## src/rtl/bank_decoder_if.sv

```systemverilog
// CPU-side bus of the bank decoder: address/data strobes in, ROM selects,
// bank selects and watchdog reset out.
interface bank_decoder_if;
  logic [15:0] address;
  logic [7:0]  data_in;
  logic        rw;
  logic        cpu_en;
  logic        vblank;
  logic [12:0] rom_address;
  logic        rom0_n;
  logic        rom1_n;
  logic        rom2_n;
  logic        bank0_n;
  logic        bank1_n;
  logic        wdog_reset_n;

  modport master (
    output address, data_in, rw, cpu_en, vblank,
    input  rom_address, rom0_n, rom1_n, rom2_n, bank0_n, bank1_n, wdog_reset_n
  );

  modport slave (
    input  address, data_in, rw, cpu_en, vblank,
    output rom_address, rom0_n, rom1_n, rom2_n, bank0_n, bank1_n, wdog_reset_n
  );
endinterface

```

## src/rtl/bank_decoder.sv

```systemverilog
// ROM region decoder with a writable bank-select latch and a vblank-driven
// watchdog that issues a fixed-length CPU reset pulse when not kicked.
module bank_decoder #(
  parameter int unsigned WDOG_LIMIT = 8,
  parameter int unsigned WDOG_PULSE = 16
) (
  input logic           clk,
  input logic           reset_n,
  bank_decoder_if.slave bus
);
  localparam int unsigned WW = $clog2(WDOG_LIMIT + 1);
  localparam int unsigned PW = (WDOG_PULSE > 1) ? $clog2(WDOG_PULSE) : 1;

  typedef enum logic {
    COUNT = 1'b0,
    PULSE = 1'b1
  } state_t;

  state_t        r_state;
  state_t        w_state_nxt;
  logic [WW-1:0] r_wcnt;
  logic [WW-1:0] w_wcnt_nxt;
  logic [WW-1:0] w_wcnt_inc;
  logic [PW-1:0] r_pcnt;
  logic [PW-1:0] w_pcnt_nxt;
  logic          r_bank_sel;
  logic          r_vblank_d;
  logic          r_wdog_n;
  logic          w_bank_wr;
  logic          w_kick;
  logic          w_vb_edge;
  logic          w_unused;

  assign bus.rom_address = bus.address[12:0];
  assign bus.rom1_n      = ~(bus.address[15:13] == 3'b101);
  assign bus.rom0_n      = ~(bus.address[15:13] == 3'b110);
  assign bus.rom2_n      = ~(bus.address[15:13] == 3'b111);

  assign bus.bank0_n      = ~r_bank_sel;
  assign bus.bank1_n      = r_bank_sel;
  assign bus.wdog_reset_n = r_wdog_n;

  assign w_bank_wr = bus.cpu_en & ~bus.rw & (bus.address == 16'h9F80);
  assign w_kick    = bus.cpu_en & ~bus.rw & (bus.address == 16'h9E00);
  assign w_vb_edge = bus.vblank & ~r_vblank_d;
  assign w_unused  = ^bus.data_in[7:1];

  always_comb begin
    w_state_nxt = r_state;
    w_wcnt_nxt  = r_wcnt;
    w_pcnt_nxt  = r_pcnt;
    w_wcnt_inc  = r_wcnt + 1'b1;
    case (r_state)
      COUNT: begin
        // A kick overrides a coincident vblank edge.
        if (w_kick) begin
          w_wcnt_nxt = '0;
        end else if (w_vb_edge) begin
          w_wcnt_nxt = w_wcnt_inc;
          if (w_wcnt_inc == WW'(WDOG_LIMIT)) begin
            w_state_nxt = PULSE;
            w_pcnt_nxt  = '0;
          end
        end
      end
      PULSE: begin
        if (r_pcnt == PW'(WDOG_PULSE - 1)) begin
          w_state_nxt = COUNT;
          w_wcnt_nxt  = '0;
          w_pcnt_nxt  = '0;
        end else begin
          w_pcnt_nxt = r_pcnt + 1'b1;
        end
      end
      default: begin
        w_state_nxt = COUNT;
        w_wcnt_nxt  = '0;
        w_pcnt_nxt  = '0;
      end
    endcase
  end

  always_ff @(posedge clk) begin
    if (!reset_n) begin
      r_state    <= COUNT;
      r_wcnt     <= '0;
      r_pcnt     <= '0;
      r_bank_sel <= 1'b0;
      r_vblank_d <= 1'b0;
      r_wdog_n   <= 1'b1;
    end else begin
      if (w_bank_wr) begin
        r_bank_sel <= bus.data_in[0];
      end
      r_vblank_d <= bus.vblank;
      r_state    <= w_state_nxt;
      r_wcnt     <= w_wcnt_nxt;
      r_pcnt     <= w_pcnt_nxt;
      // Registered so the pulse begins on the very edge that enters PULSE.
      r_wdog_n   <= (w_state_nxt != PULSE);
    end
  end
endmodule

```

## src/flat_wrapper.sv

```systemverilog
// flat-port wrapper written by rule: the top's interface ports become plain ports
module bank_decoder_flat 
#(
  parameter int unsigned WDOG_LIMIT = 8,
  parameter int unsigned WDOG_PULSE = 16
)
  (clk, reset_n, bus_address, bus_data_in, bus_rw, bus_cpu_en, bus_vblank, bus_rom_address, bus_rom0_n, bus_rom1_n, bus_rom2_n, bus_bank0_n, bus_bank1_n, bus_wdog_reset_n);
  bank_decoder_if bus_i ();
  input logic clk;
  input logic reset_n;
  input wire logic [$bits(bus_i.address)-1:0] bus_address;
  input wire logic [$bits(bus_i.data_in)-1:0] bus_data_in;
  input wire logic [$bits(bus_i.rw)-1:0] bus_rw;
  input wire logic [$bits(bus_i.cpu_en)-1:0] bus_cpu_en;
  input wire logic [$bits(bus_i.vblank)-1:0] bus_vblank;
  output wire logic [$bits(bus_i.rom_address)-1:0] bus_rom_address;
  output wire logic [$bits(bus_i.rom0_n)-1:0] bus_rom0_n;
  output wire logic [$bits(bus_i.rom1_n)-1:0] bus_rom1_n;
  output wire logic [$bits(bus_i.rom2_n)-1:0] bus_rom2_n;
  output wire logic [$bits(bus_i.bank0_n)-1:0] bus_bank0_n;
  output wire logic [$bits(bus_i.bank1_n)-1:0] bus_bank1_n;
  output wire logic [$bits(bus_i.wdog_reset_n)-1:0] bus_wdog_reset_n;
  assign bus_i.address = bus_address;
  assign bus_i.data_in = bus_data_in;
  assign bus_i.rw = bus_rw;
  assign bus_i.cpu_en = bus_cpu_en;
  assign bus_i.vblank = bus_vblank;
  assign bus_rom_address = bus_i.rom_address;
  assign bus_rom0_n = bus_i.rom0_n;
  assign bus_rom1_n = bus_i.rom1_n;
  assign bus_rom2_n = bus_i.rom2_n;
  assign bus_bank0_n = bus_i.bank0_n;
  assign bus_bank1_n = bus_i.bank1_n;
  assign bus_wdog_reset_n = bus_i.wdog_reset_n;
  bank_decoder #(.WDOG_LIMIT(WDOG_LIMIT), .WDOG_PULSE(WDOG_PULSE)) u_core (.clk(clk), .reset_n(reset_n), .bus(bus_i));
endmodule
```

## config.mk

```make
export PLATFORM = sky130hd
export DESIGN_NAME = bank_decoder_flat
export DESIGN_NICKNAME = d
export VERILOG_FILES = /design/src/rtl/bank_decoder_if.sv /design/src/rtl/bank_decoder.sv /design/src/flat_wrapper.sv
export SDC_FILE = /design/constraint.sdc
export NUM_CORES = 1
export LEC_CHECK = 0
export CAP_MARGIN = 10
export CORE_MARGIN = 5
export CORE_UTILIZATION = 35
export DETAILED_ROUTE_END_ITERATION = 16
export GPL_TIMING_DRIVEN = 0
export PLACE_DENSITY = 0.74
export SYNTH_ARGS = -nofsm -noshare
export SYNTH_HDL_FRONTEND = slang
export SYNTH_SLANG_ARGS = --single-unit
```

## constraint.sdc

```tcl
create_clock -name clk -period 2.63 [get_ports clk]
set_input_delay 0.6575 -clock clk [delete_from_list [all_inputs] [get_ports clk]]
set_output_delay 0.6575 -clock clk [all_outputs]
set_load 0.05 [all_outputs]
```

# After elaboration in Yosys (flattened, before gate mapping)
# Index checks and enable logic that the tools add are counted.
[word_totals]
in_bits = 29
word_cells = 48
ff_bits = 12
out_inout_bits = 19
[classes]
add_sub_neg = 2
eq_ne = 12
n_mux = 14
bitwise_logic = 12
reduce_logical = 2
[op_table]
columns = ["cell", "n"]
rows = [
  ["equality test 16 bit, second input constant", 2],
  ["two-way mux 4 bit", 7],
  ["one-hot mux 4 bit (2 select lines)", 2],
  ["equality test 3 bit, second input constant", 3],
  ["adder 4 x 1 -> 4 bit, second input constant", 2],
  ["equality test 4 bit, second input constant", 2],
  ["inverter 1 bit", 8],
  ["bitwise AND 1 bit", 4],
  ["two-way mux 1 bit", 4],
  ["!= test 2 x 1 -> 1 bit, second input constant", 2],
  ["!= test 2 bit, second input constant", 2],
  ["!= test 3 x 1 -> 1 bit, second input constant", 1],
  ["AND reduction 3 bit", 1],
  ["one-hot mux 1 bit (2 select lines)", 1],
  ["AND reduction 2 bit", 1],
]

# Depth between registers and ports, before layout
# Gate-level depths: netlist of the first run.
[logic_depth]
word_depth = 7
depth_mapped = 5
depth_no_buf = 5

# Least setup slack after synthesis of the first run
# No wires, ideal clock.
[synth_timing]
path_kind = "input -> register"
startpoint = "in bus_rw"
endpoint = "reg u_core.r_wcnt[2]"
setup_slack_ps = 470
cell_stages = 4
required_ps = 2510
arrival_ps = 2040
n_path_buf = 0
setup_time_ps = 120
path_cell_list = "or4_4 -> nor4_4 -> a21oi_1 -> a211o_1"
[synth_between]
elab_chain_cells = 5
word_cells_on_any_way = 7
classes_between = "eq/ne: 1; mux: 2; bitwise: 3; reduce/logical: 1"
[synth_lines]
columns = ["element", "line_no", "source"]
rows = [
  ["start: declaration", "flat_wrapper.sv:13", "input wire logic [$bits(bus_i.rw)-1:0] bus_rw;"],
  ["inverter 1 bit (*)", "bank_decoder.sv:44", "assign w_kick = bus.cpu_en & ~bus.rw & (bus.address == 16'h9E00);"],
  ["bitwise AND 1 bit (*) (2 in a row)", "bank_decoder.sv:44", ""],
  ["two-way mux 4 bit / != test 3 x 1 -> 1 bit (equally long branches)", "--", ""],
  ["one-hot mux 4 bit (2 select lines) / AND reduction 2 bit (equally long branches)", "--", ""],
  ["end signal: assignment", "bank_decoder.sv:97", "r_wcnt <= w_wcnt_nxt;"],
  ["end: declaration", "bank_decoder.sv:21", "logic [WW-1:0] r_wcnt;"],
]
# Mark *: on every way between the ends. The rest lies on a longest branch, timed or not.
# A chain may end at the register's enable or synchronous reset.

# Worst setup path after layout of the first run
[layout_timing]
startpoint = "in bus_address[8]"
endpoint = "out bus_rom_address[8]"
[layout_rtl]
columns = ["element", "line_no", "source"]
rows = [
  ["start: declaration", "flat_wrapper.sv:11", "input wire logic [$bits(bus_i.address)-1:0] bus_address;"],
  ["end: declaration", "flat_wrapper.sv:16", "output wire logic [$bits(bus_i.rom_address)-1:0] bus_rom_address;"],
]
# No word-level cell between the ends.

==> results of run 1 <==
## cell usage in the layout (no fill, tap or decap), types with 4 or more instances in the layout
cell type	Yosys	final
a21boi_0	4	4
a21oi_1	6	6
buf_4	13	13
clkbuf_1	4	4
clkdlybuf4s50_1	0	23
dfxtp_1	12	12
dlygate4sd2_1	0	16
nand2_1	6	6
nand3_1	7	7
nand3b_1	8	8
nor2_1	4	4
## power groups by stage
stage / logic [µW] / registers, µW / clock network, µW
finish: 135 / 189 / 113
floorplan: 82.1 / 192 / 0
global placement: 143 / 193 / 0
detailed placement: 145 / 193 / 0
CTS: 137 / 189 / 116
global route: 144 / 190 / 124
## per-layer routing
metal  part of all wire, %  wire length [µm]
met5                     0                 0
met2                    45               983
met1                    40               873
met3                    13               285
met4                   2.3                51
## tightest hold or removal path: cells and delay by family (launching register included)
kind / cells / cell delay, ns
flops: 1 / 0.32
compound gates: 1 / 0.05
simple gates: 1 / 0.06
## worst min path at each step
stage / start / endpoint / slack, ns
after floorplan: u_core.r_wcnt[3]$_SDFFE_PN0P_ / u_core.r_wcnt[3]$_SDFFE_PN0P_ / 0.43
after global placement: u_core.r_wcnt[3]$_SDFFE_PN0P_ / u_core.r_wcnt[3]$_SDFFE_PN0P_ / 0.45
after detailed placement: u_core.r_wcnt[3]$_SDFFE_PN0P_ / u_core.r_wcnt[3]$_SDFFE_PN0P_ / 0.46
after CTS: u_core.r_wcnt[3]$_SDFFE_PN0P_ / u_core.r_wcnt[3]$_SDFFE_PN0P_ / 0.47
after global routing: u_core.r_wcnt[3]$_SDFFE_PN0P_ / u_core.r_wcnt[3]$_SDFFE_PN0P_ / 0.52
final: u_core.r_wcnt[3]$_SDFFE_PN0P_ / u_core.r_wcnt[3]$_SDFFE_PN0P_ / 0.47
## layout make-up
class	instances	share of cell area, %
multi-input combinational	70	38.5
sequential	12	18.8
inverter	1	0.294
tap	28	2.75
timing repair buffer	39	29.0
clock buffer	3	1.77
buffer	17	8.83
## Yosys cell counts
library cell	count	area, µm²
buf_4	13	97.6
dfxtp_1	12	240
nand3b_1	8	60.1
nand3_1	7	35.0
a21oi_1	6	30.0
nand2_1	6	22.5
a21boi_0	4	30.0
clkbuf_1	4	15.0
nor2_1	4	15.0
nand4_1	3	18.8
o2111ai_1	3	26.3
o21ai_1	3	15.0
ha_1	2	25.0
nor2b_1	2	12.5
o2bb2ai_1	2	17.5
or4_4	2	22.5
a211o_1	1	8.76
a211o_2	1	10.0
a21o_1	1	7.51
a31o_2	1	8.76
a41oi_1	1	8.76
and2_0	1	6.26
and2_1	1	6.26
and3_1	1	6.26
and3b_1	1	8.76
and3b_2	1	10.0
inv_1	1	3.75
mux2i_1	1	10.0
nand2b_1	1	6.26
nor3b_1	1	7.51
nor4_4	1	21.3
o21a_1	1	7.51
o22ai_1	1	6.26
or4bb_1	1	11.3
xnor2_1	1	8.76
## state kept, by name (all words and copies together), names as in the netlist
name / count
u_core.r_vblank_d: 1
u_core.bus.bank1_n: 1
u_core.r_state: 1
u_core.r_pcnt: 4
u_core.r_wcnt: 4
u_core.bus.wdog_reset_n: 1
## per-stage QoR
| stage | setup WS, ns | cell area (µm²) | power (µW) | TNS (ns) | util (%) |
|---|---|---|---|---|---|
| 4_1_cts | 0.115 | 1270 | 442 | 0 | 56.5 |
| 5_1_grt | 0.0758 | 1270 | 458 | 0 | 56.5 |
| 2_1_floorplan | 0.470 | 847 | 274 | 0 | - |
| 3_5_place_dp | -0.158 | 1270 | 338 | -1.58 | 56.4 |
| 3_3_place_gp | -0.129 | 1270 | 336 | -1.33 | 56.4 |
| 6_report | 0.121 | 1270 | 437 | 0 | 56.5 |
## cell families after synthesis
| family | after synthesis | synth area share, % |
|---|---|---|
| flops | 12 | 28.4 |
| fa+ha+maj | 2 | 2.95 |
| compound gates | 25 | 20.8 |
| simple gates | 41 | 31.9 |
| xor+xnor | 1 | 1.03 |
| buf+inv | 18 | 13.7 |
| mux | 1 | 1.18 |
==> metrics.cfg, run 1 <==
[timing]
rsz0062_at_grt = no
hold_viol = 0
max_slew_margin_pct = 63.9
setup_violations = 0
hold_slack_ns = 0.470
tightest_slew_ns = 0.538
fin_crit_ns = 2.51
max_freq_mhz = 399
skew_ns = 0.000643
drv_slew = 0
period_share_pct = 95.4

[critical_path]
startpoint = bus_address[8]
crit_end = bus_rom_address[8]
worst_setup_path_end_kind = output pin
cpLargestDelayFamily = buffers and inverters
cp_max_fo = 4
worstSetupPathDepth = 3
r2r_slack_ns = 1.06
worstPathArrival_ns = 1.85
start_kind = input port
crit_required_ns = 1.97
slowest_delay_ns = 0.54
rr_endpoint = u_core.r_wcnt[2]$_SDFFE_PN0P_
worstReg2RegStart = u_core.r_pcnt[0]$_SDFFE_PN0P_
path_cells = clkdlybuf4s50_1 -> buf_4 -> dlygate4sd2_1
path_buf_inv = 3
cp_slowest_cell = clkdlybuf4s50_1
reg2reg_depth = 5
criticalPathCategory = in -> out

[finish]
layout-drive-gt1-share_pct = 15.5
multiInputGateArea_um2 = 490
areaGrowthSynthToFinish_pct = 50.5
stdcell_count = 170
fillers = 236
seqCellArea_um2 = 240
num_antenna_cells = 0
layout.nets = 175

[clock_network]
ctsResizeCount = 16
cts.htree.levels = 1
post-cts-setup-buffers = 0
cts_root_buf = clkbuf_4
hold_buffers = 0
cts_sinks = 12
cts_buffers = 3
clk_pin_slew_ns = 0.07
cts_tree = yes
cts_buffer_depth = 2
clkLatencyLatePin_ns = 0.27

[logic_synthesis]
syn_nets = 131
yosys_register_bits = 12
synth.yosys.seq_area_share_pct = 28.4
syn_area_um2 = 847
syn_inst = 100
avgSynthCellArea_um2 = 8.47
yosysUniqueCellTypes = 35
yosys_warnings = 0

[routing]
ant_nets = 0
dr.pass1.iters = 4
drt_wl_total_um = 2190
drc = 0
post_drt_wl_per_cell_um = 12.9
vias_per_cell = 5.32
drt_iter0_drc = 16
vias = 904

[min_path]
holdCritPathClass = reg -> reg
holdPathStages = 2

[global_route]
busiest_layer = met2
grt_util_met2_pct = 23.2
grt_use_met1_pct = 14.9
grt.total_usage_pct = 14.1
grt_max_degree = 11
grt_pass1_vias = 939
antenna_found_initial = 0
grt_pass1_wl_um = 3800
grt_overflow_total = 0
use_met3_pct = 6.97

[pwr]
leakagePower_uw = 0.000517
switchingPower_uw = 138
clockPowerShare_pct = 25.8
p_comb_share_pct = 30.9
ir_drop_mv = 0.188
p_int_uw = 299
powerDensity_mw_per_mm2 = 343
p_sw_share_pct = 31.5
seqPwrFrac_pct = 43.2

[run]
maxCapViolCount = 0

[floorplan]
rows = 17
dieArea_mm2 = 0.00350
die_w_um = 59.2
fp.dieH_um = 59.2
pin_count = 48
initial_utilization_pct = 37.6
coreArea_mm2 = 0.00225

[placed_design]
gp_congestion = 0.788
portBuffers = 39
dp_hpwl_um = 1810
dp_cells = 167

[outcome]
status = complete, no violations

Power figures use the tool's default switching activity.
==> run 2, diff against run 1 <==
ABC_CLOCK_PERIOD_IN_PS = 2630   (was default)
CORE_UTILIZATION = 37   (was 35)
PLACE_DENSITY = 0.78   (was 0.74)
==> metrics.cfg, run 2 (same netlist as run 1, synthesis figures left out) <==
[outcome]
status = complete, no violations

[floorplan]
dieArea_mm2 = 0.00335
pin_count = 48
coreArea_mm2 = 0.00219
rows = 17
fp.dieH_um = 57.8
initial_utilization_pct = 38.7
die_w_um = 57.8

[critical_path]
worst_setup_path_end_kind = output pin
reg2reg_depth = 5
cpLargestDelayFamily = buffers and inverters
path_cells = clkdlybuf4s50_1 -> buf_4 -> dlygate4sd2_1
path_buf_inv = 3
worstReg2RegStart = u_core.r_pcnt[0]$_SDFFE_PN0P_
crit_required_ns = 1.97
cp_max_fo = 4
cp_slowest_cell = clkdlybuf4s50_1
slowest_delay_ns = 0.53
startpoint = bus_address[8]
worstSetupPathDepth = 3
r2r_slack_ns = 1.07
rr_endpoint = u_core.r_wcnt[2]$_SDFFE_PN0P_
criticalPathCategory = in -> out
worstPathArrival_ns = 1.84
start_kind = input port

[clock_network]
cts_tree = yes
cts_sinks = 12
clk_pin_slew_ns = 0.08
cts_root_buf = clkbuf_4
cts_buffers = 3
cts.htree.levels = 1
post-cts-setup-buffers = 0
ctsResizeCount = 16
clkLatencyLatePin_ns = 0.29
hold_buffers = 0
cts_buffer_depth = 2

[timing]
period_share_pct = 94.8
setup_violations = 0
hold_slack_ns = 0.482
drv_slew = 0
tightest_slew_ns = 0.520
max_freq_mhz = 401
skew_ns = 0.0116
fin_crit_ns = 2.49
rsz0062_at_grt = no
max_slew_margin_pct = 65.1
hold_viol = 0
fin_ws_ns = 0.136

[finish]
reg_top3 = u_core.r_pcnt: 4 flops, u_core.r_wcnt: 4 flops
areaGrowthSynthToFinish_pct = 52.1
utilization_pct = 58.8
layout.nets = 175
final_common_cell = clkdlybuf4s50_1
stdcell_count = 171
num_antenna_cells = 0
layout-drive-gt1-share_pct = 16.1
layout_common_cells = clkdlybuf4s50_1, dlygate4sd2_1, buf_4, dfxtp_1, nand3b_1
fillers = 200

[global_route]
grt_pass1_wl_um = 3740
grt_overflow_total = 0
grt.total_usage_pct = 14.3
antenna_found_initial = 0
grt_pass1_vias = 949
grt_max_degree = 11

[placed_design]
portBuffers = 39
dp_hpwl_um = 1800
dp_cells = 167
gp_congestion = 0.801
pre_cts_ws_ns = -0.138

[routing]
drt_iter0_drc = 17
vias = 903
post_drt_wl_per_cell_um = 13.1
dr.pass1.iters = 4
drt_wl_total_um = 2240
drc = 0
ant_nets = 0
vias_per_cell = 5.28

[min_path]
hold_end = u_core.r_wcnt[3]$_SDFFE_PN0P_
hp-start = u_core.r_wcnt[3]$_SDFFE_PN0P_
holdPathStages = 2
holdCritPathClass = reg -> reg

[pwr]
powerDensity_mw_per_mm2 = 371
ir_drop_mv = 0.197
leakagePower_uw = 0.000524
power.total_uw = 478

[run]
maxCapViolCount = 0

[run 2: changes by cell type in the layout (fill, tap and decap cells not counted)]
| cell | change |
|---|---|
| clkbuf_8 | +1 |
[run 2: layer usage]
layer,share of wire [%],track usage [%],vias up,routed length (µm)
met5,0,0,-,0
met4,2.6,8.94,0,58
met3,12,6.24,5,258
met2,45,25.3,46,1020
met1,40,13.3,400,904
li1,-,-,452,-
[run 2: how the worst max path moves through the flow]
stage | end | slack (ns)
floorplan | u_core.r_wcnt[2]$_SDFFE_PN0P_ | 0.47
global placement | bus_rom1_n | -0.13
detailed placement | bus_rom_address[8] | -0.14
CTS | bus_rom_address[8] | 0.13
global route | bus_rom1_n | 0.1
finish | bus_rom_address[8] | 0.14
[run 2: worst register-to-register path, stage by stage (launching register included)]
cell,delay [ns]
dfxtp_1,0.40
ha_1,0.25
nand3_1,0.11
and2_0,0.27
and3_1,0.22
a211o_1,0.22
[run 2: where the power goes]
group          internal, µW  switching [µW]
combinational          61.2            73.8
sequential              185            4.42
clock                  84.5            69.5
[run 2: final cells by class]
class / count / area [µm²] / area share [%]
plain buffers: 17 / 113 / 8.74
clock buffers: 4 / 36.3 / 2.82
inverters: 1 / 3.75 / 0.291
multi-input cells: 70 / 490 / 38.1
flip-flops and latches: 12 / 240 / 18.6
well taps: 28 / 35.0 / 2.72
repair buffers: 39 / 370 / 28.7
[run 2: per-stage QoR]
stage	setup TNS [ns]	cell area, µm²
2_1_floorplan	0	847
3_5_place_dp	-1.47	1270
5_1_grt	0	1290
4_1_cts	0	1290
6_report	0	1290
3_3_place_gp	-1.28	1270
==> run 3, diff against run 2 <==
ABC_CLOCK_PERIOD_IN_PS = 2200   (was 2630)
CORE_UTILIZATION = 34   (was 37)
PLACE_DENSITY = 0.75   (was 0.78)
SLEW_MARGIN = 25   (was default)
clock period = 2.2 ns   (was 2.63 ns; I/O delays follow)
==> metrics.cfg, run 3 (same netlist as run 1, synthesis figures left out) <==
[clock_network]
cts.htree.levels = 1
cts_buffers = 3
cts_buffer_depth = 2
cts_tree = yes
clk_pin_slew_ns = 0.07
cts_sinks = 12
cts_root_buf = clkbuf_4
clkLatencyLatePin_ns = 0.27
hold_buffers = 0

[finish]
final_common_cell = clkdlybuf4s50_1
num_antenna_cells = 0
areaGrowthSynthToFinish_pct = 56.0
layout.nets = 179
multiInputGateArea_um2 = 494
reg_top3 = u_core.r_pcnt: 4 flops, u_core.r_wcnt: 4 flops
layout-drive-gt1-share_pct = 27.9
stdcell_count = 177
seqCellArea_um2 = 240
fillers = 226
layout_common_cells = clkdlybuf4s50_1, buf_4, dfxtp_1, nand3b_1
design_area_mm2 = 0.00132

[timing]
setup_violations = 0
hold_viol = 0
fin_crit_ns = 2.17
max_freq_mhz = 460
skew_ns = 0.00170
period_share_pct = 98.7
drv_slew = 0
tightest_slew_ns = 0.497
max_slew_margin_pct = 66.7

[critical_path]
start_kind = input port
r2r_slack_ns = 0.60
cp_max_fo = 2
criticalPathCategory = in -> out
worst_setup_path_end_kind = output pin
worstPathArrival_ns = 1.62
worstReg2RegStart = u_core.r_pcnt[0]$_SDFFE_PN0P_
reg2reg_depth = 5
rr_endpoint = u_core.r_wcnt[2]$_SDFFE_PN0P_
crit_required_ns = 1.65

[global_route]
grt_max_degree = 11
antenna_found_initial = 0
grt_pass1_vias = 926
busiest_layer = met2
grt_util_met2_pct = 24.1
grt_use_met1_pct = 15.0
grt.total_usage_pct = 13.7
grt_overflow_total = 0
grt_pass1_wl_um = 3840
use_met3_pct = 7.13

[routing]
drt_iter0_drc = 40
post_drt_wl_per_cell_um = 12.6
drc = 0
vias_per_cell = 5.08
drt_wl_total_um = 2240
ant_nets = 0
dr.pass1.iters = 4
vias = 900

[floorplan]
coreArea_mm2 = 0.00243
fp.dieH_um = 59.9
dieArea_mm2 = 0.00359
initial_utilization_pct = 34.8
rows = 18
pin_count = 48
die_w_um = 59.9

[pwr]
seqPwrFrac_pct = 40.2
p_int_uw = 395
p_comb_share_pct = 28.8
switchingPower_uw = 167
p_sw_share_pct = 29.8
powerDensity_mw_per_mm2 = 426
clockPowerShare_pct = 31.0
leakagePower_uw = 0.000563
ir_drop_mv = 0.321

[placed_design]
dp_hpwl_um = 1790
gp_congestion = 0.775
portBuffers = 39
postPlaceCellArea_mm2 = 0.00127
dp_cells = 169

[run]
maxCapViolCount = 0

[min_path]
hp-start = u_core.r_wcnt[3]$_SDFFE_PN0P_
holdCritPathClass = reg -> reg
hold_end = u_core.r_wcnt[3]$_SDFFE_PN0P_
holdPathStages = 2

[outcome]
status = complete, no violations

[run 3: how the worst max path moves through the flow]
stage | start | to | slack [ns] | cells past startpoint
after global routing | bus_address[5] | u_core.r_wcnt[2]$_SDFFE_PN0P_ | -0.002 | 6
after global placement | bus_address[14] | u_core.r_wcnt[2]$_SDFFE_PN0P_ | -0.42 | 5
after floorplan | bus_rw | u_core.r_wcnt[2]$_SDFFE_PN0P_ | 0.15 | 4
final | bus_address[11] | bus_rom_address[11] | 0.03 | 3
after CTS | bus_address[6] | bus_rom_address[6] | 0.003 | 3
after detailed placement | bus_address[1] | u_core.r_wcnt[2]$_SDFFE_PN0P_ | -0.45 | 5
[run 3: cell type report]
class | instances | area share, %
multi-input cells | 70 | 37.4
repair buffers | 43 | 30.0
flip-flops and latches | 12 | 18.2
plain buffers | 17 | 8.52
well taps | 30 | 2.84
clock buffers | 4 | 2.75
inverters | 1 | 0.284
[run 3: what timing repair did]
item,4_1_cts,5_1_grt
setup buffers,3,1
setup endpoints to repair,26,14
pin swaps,1,1
resized for setup,37,13
[run 3: power groups by stage]
stage                     clock network (µW)  logic [µW]  registers (µW)
after floorplan                            0        98.1             230
after global placement                     0         171             231
after detailed placement                   0         173             231
after CTS                                178         167             226
after global routing                     194         172             227
final                                    174         162             226
[run 3: stage by stage]
step / hold slack (ns) / total power, µW / TNS, ns / worst slack, ns / utilization, %
final: 0.472 / 563 / 0 / 0.0276 / 54.3
after global routing: 0.508 / 593 / -0.00190 / -0.00190 / 54.3
after CTS: 0.467 / 571 / 0 / 0.00327 / 55.1
after detailed placement: 0.456 / 404 / -8.40 / -0.454 / 52.4
after global placement: 0.449 / 401 / -7.99 / -0.417 / 52.4
after floorplan: 0.434 / 328 / 0 / 0.148 / -
[run 3: metal layers]
metal | up-vias | wire (µm) | part of all wire (%)
li1 | 456 | - | -
met1 | 398 | 916 | 41
met2 | 44 | 1050 | 47
met3 | 2 | 259 | 12
met4 | 0 | 12 | 0.54
met5 | - | 0 | 0
[run 3: critical path, stage by stage]
cell,delay (ns)
clkdlybuf4s50_1,0.48
buf_4,0.10
clkdlybuf4s15_1,0.49
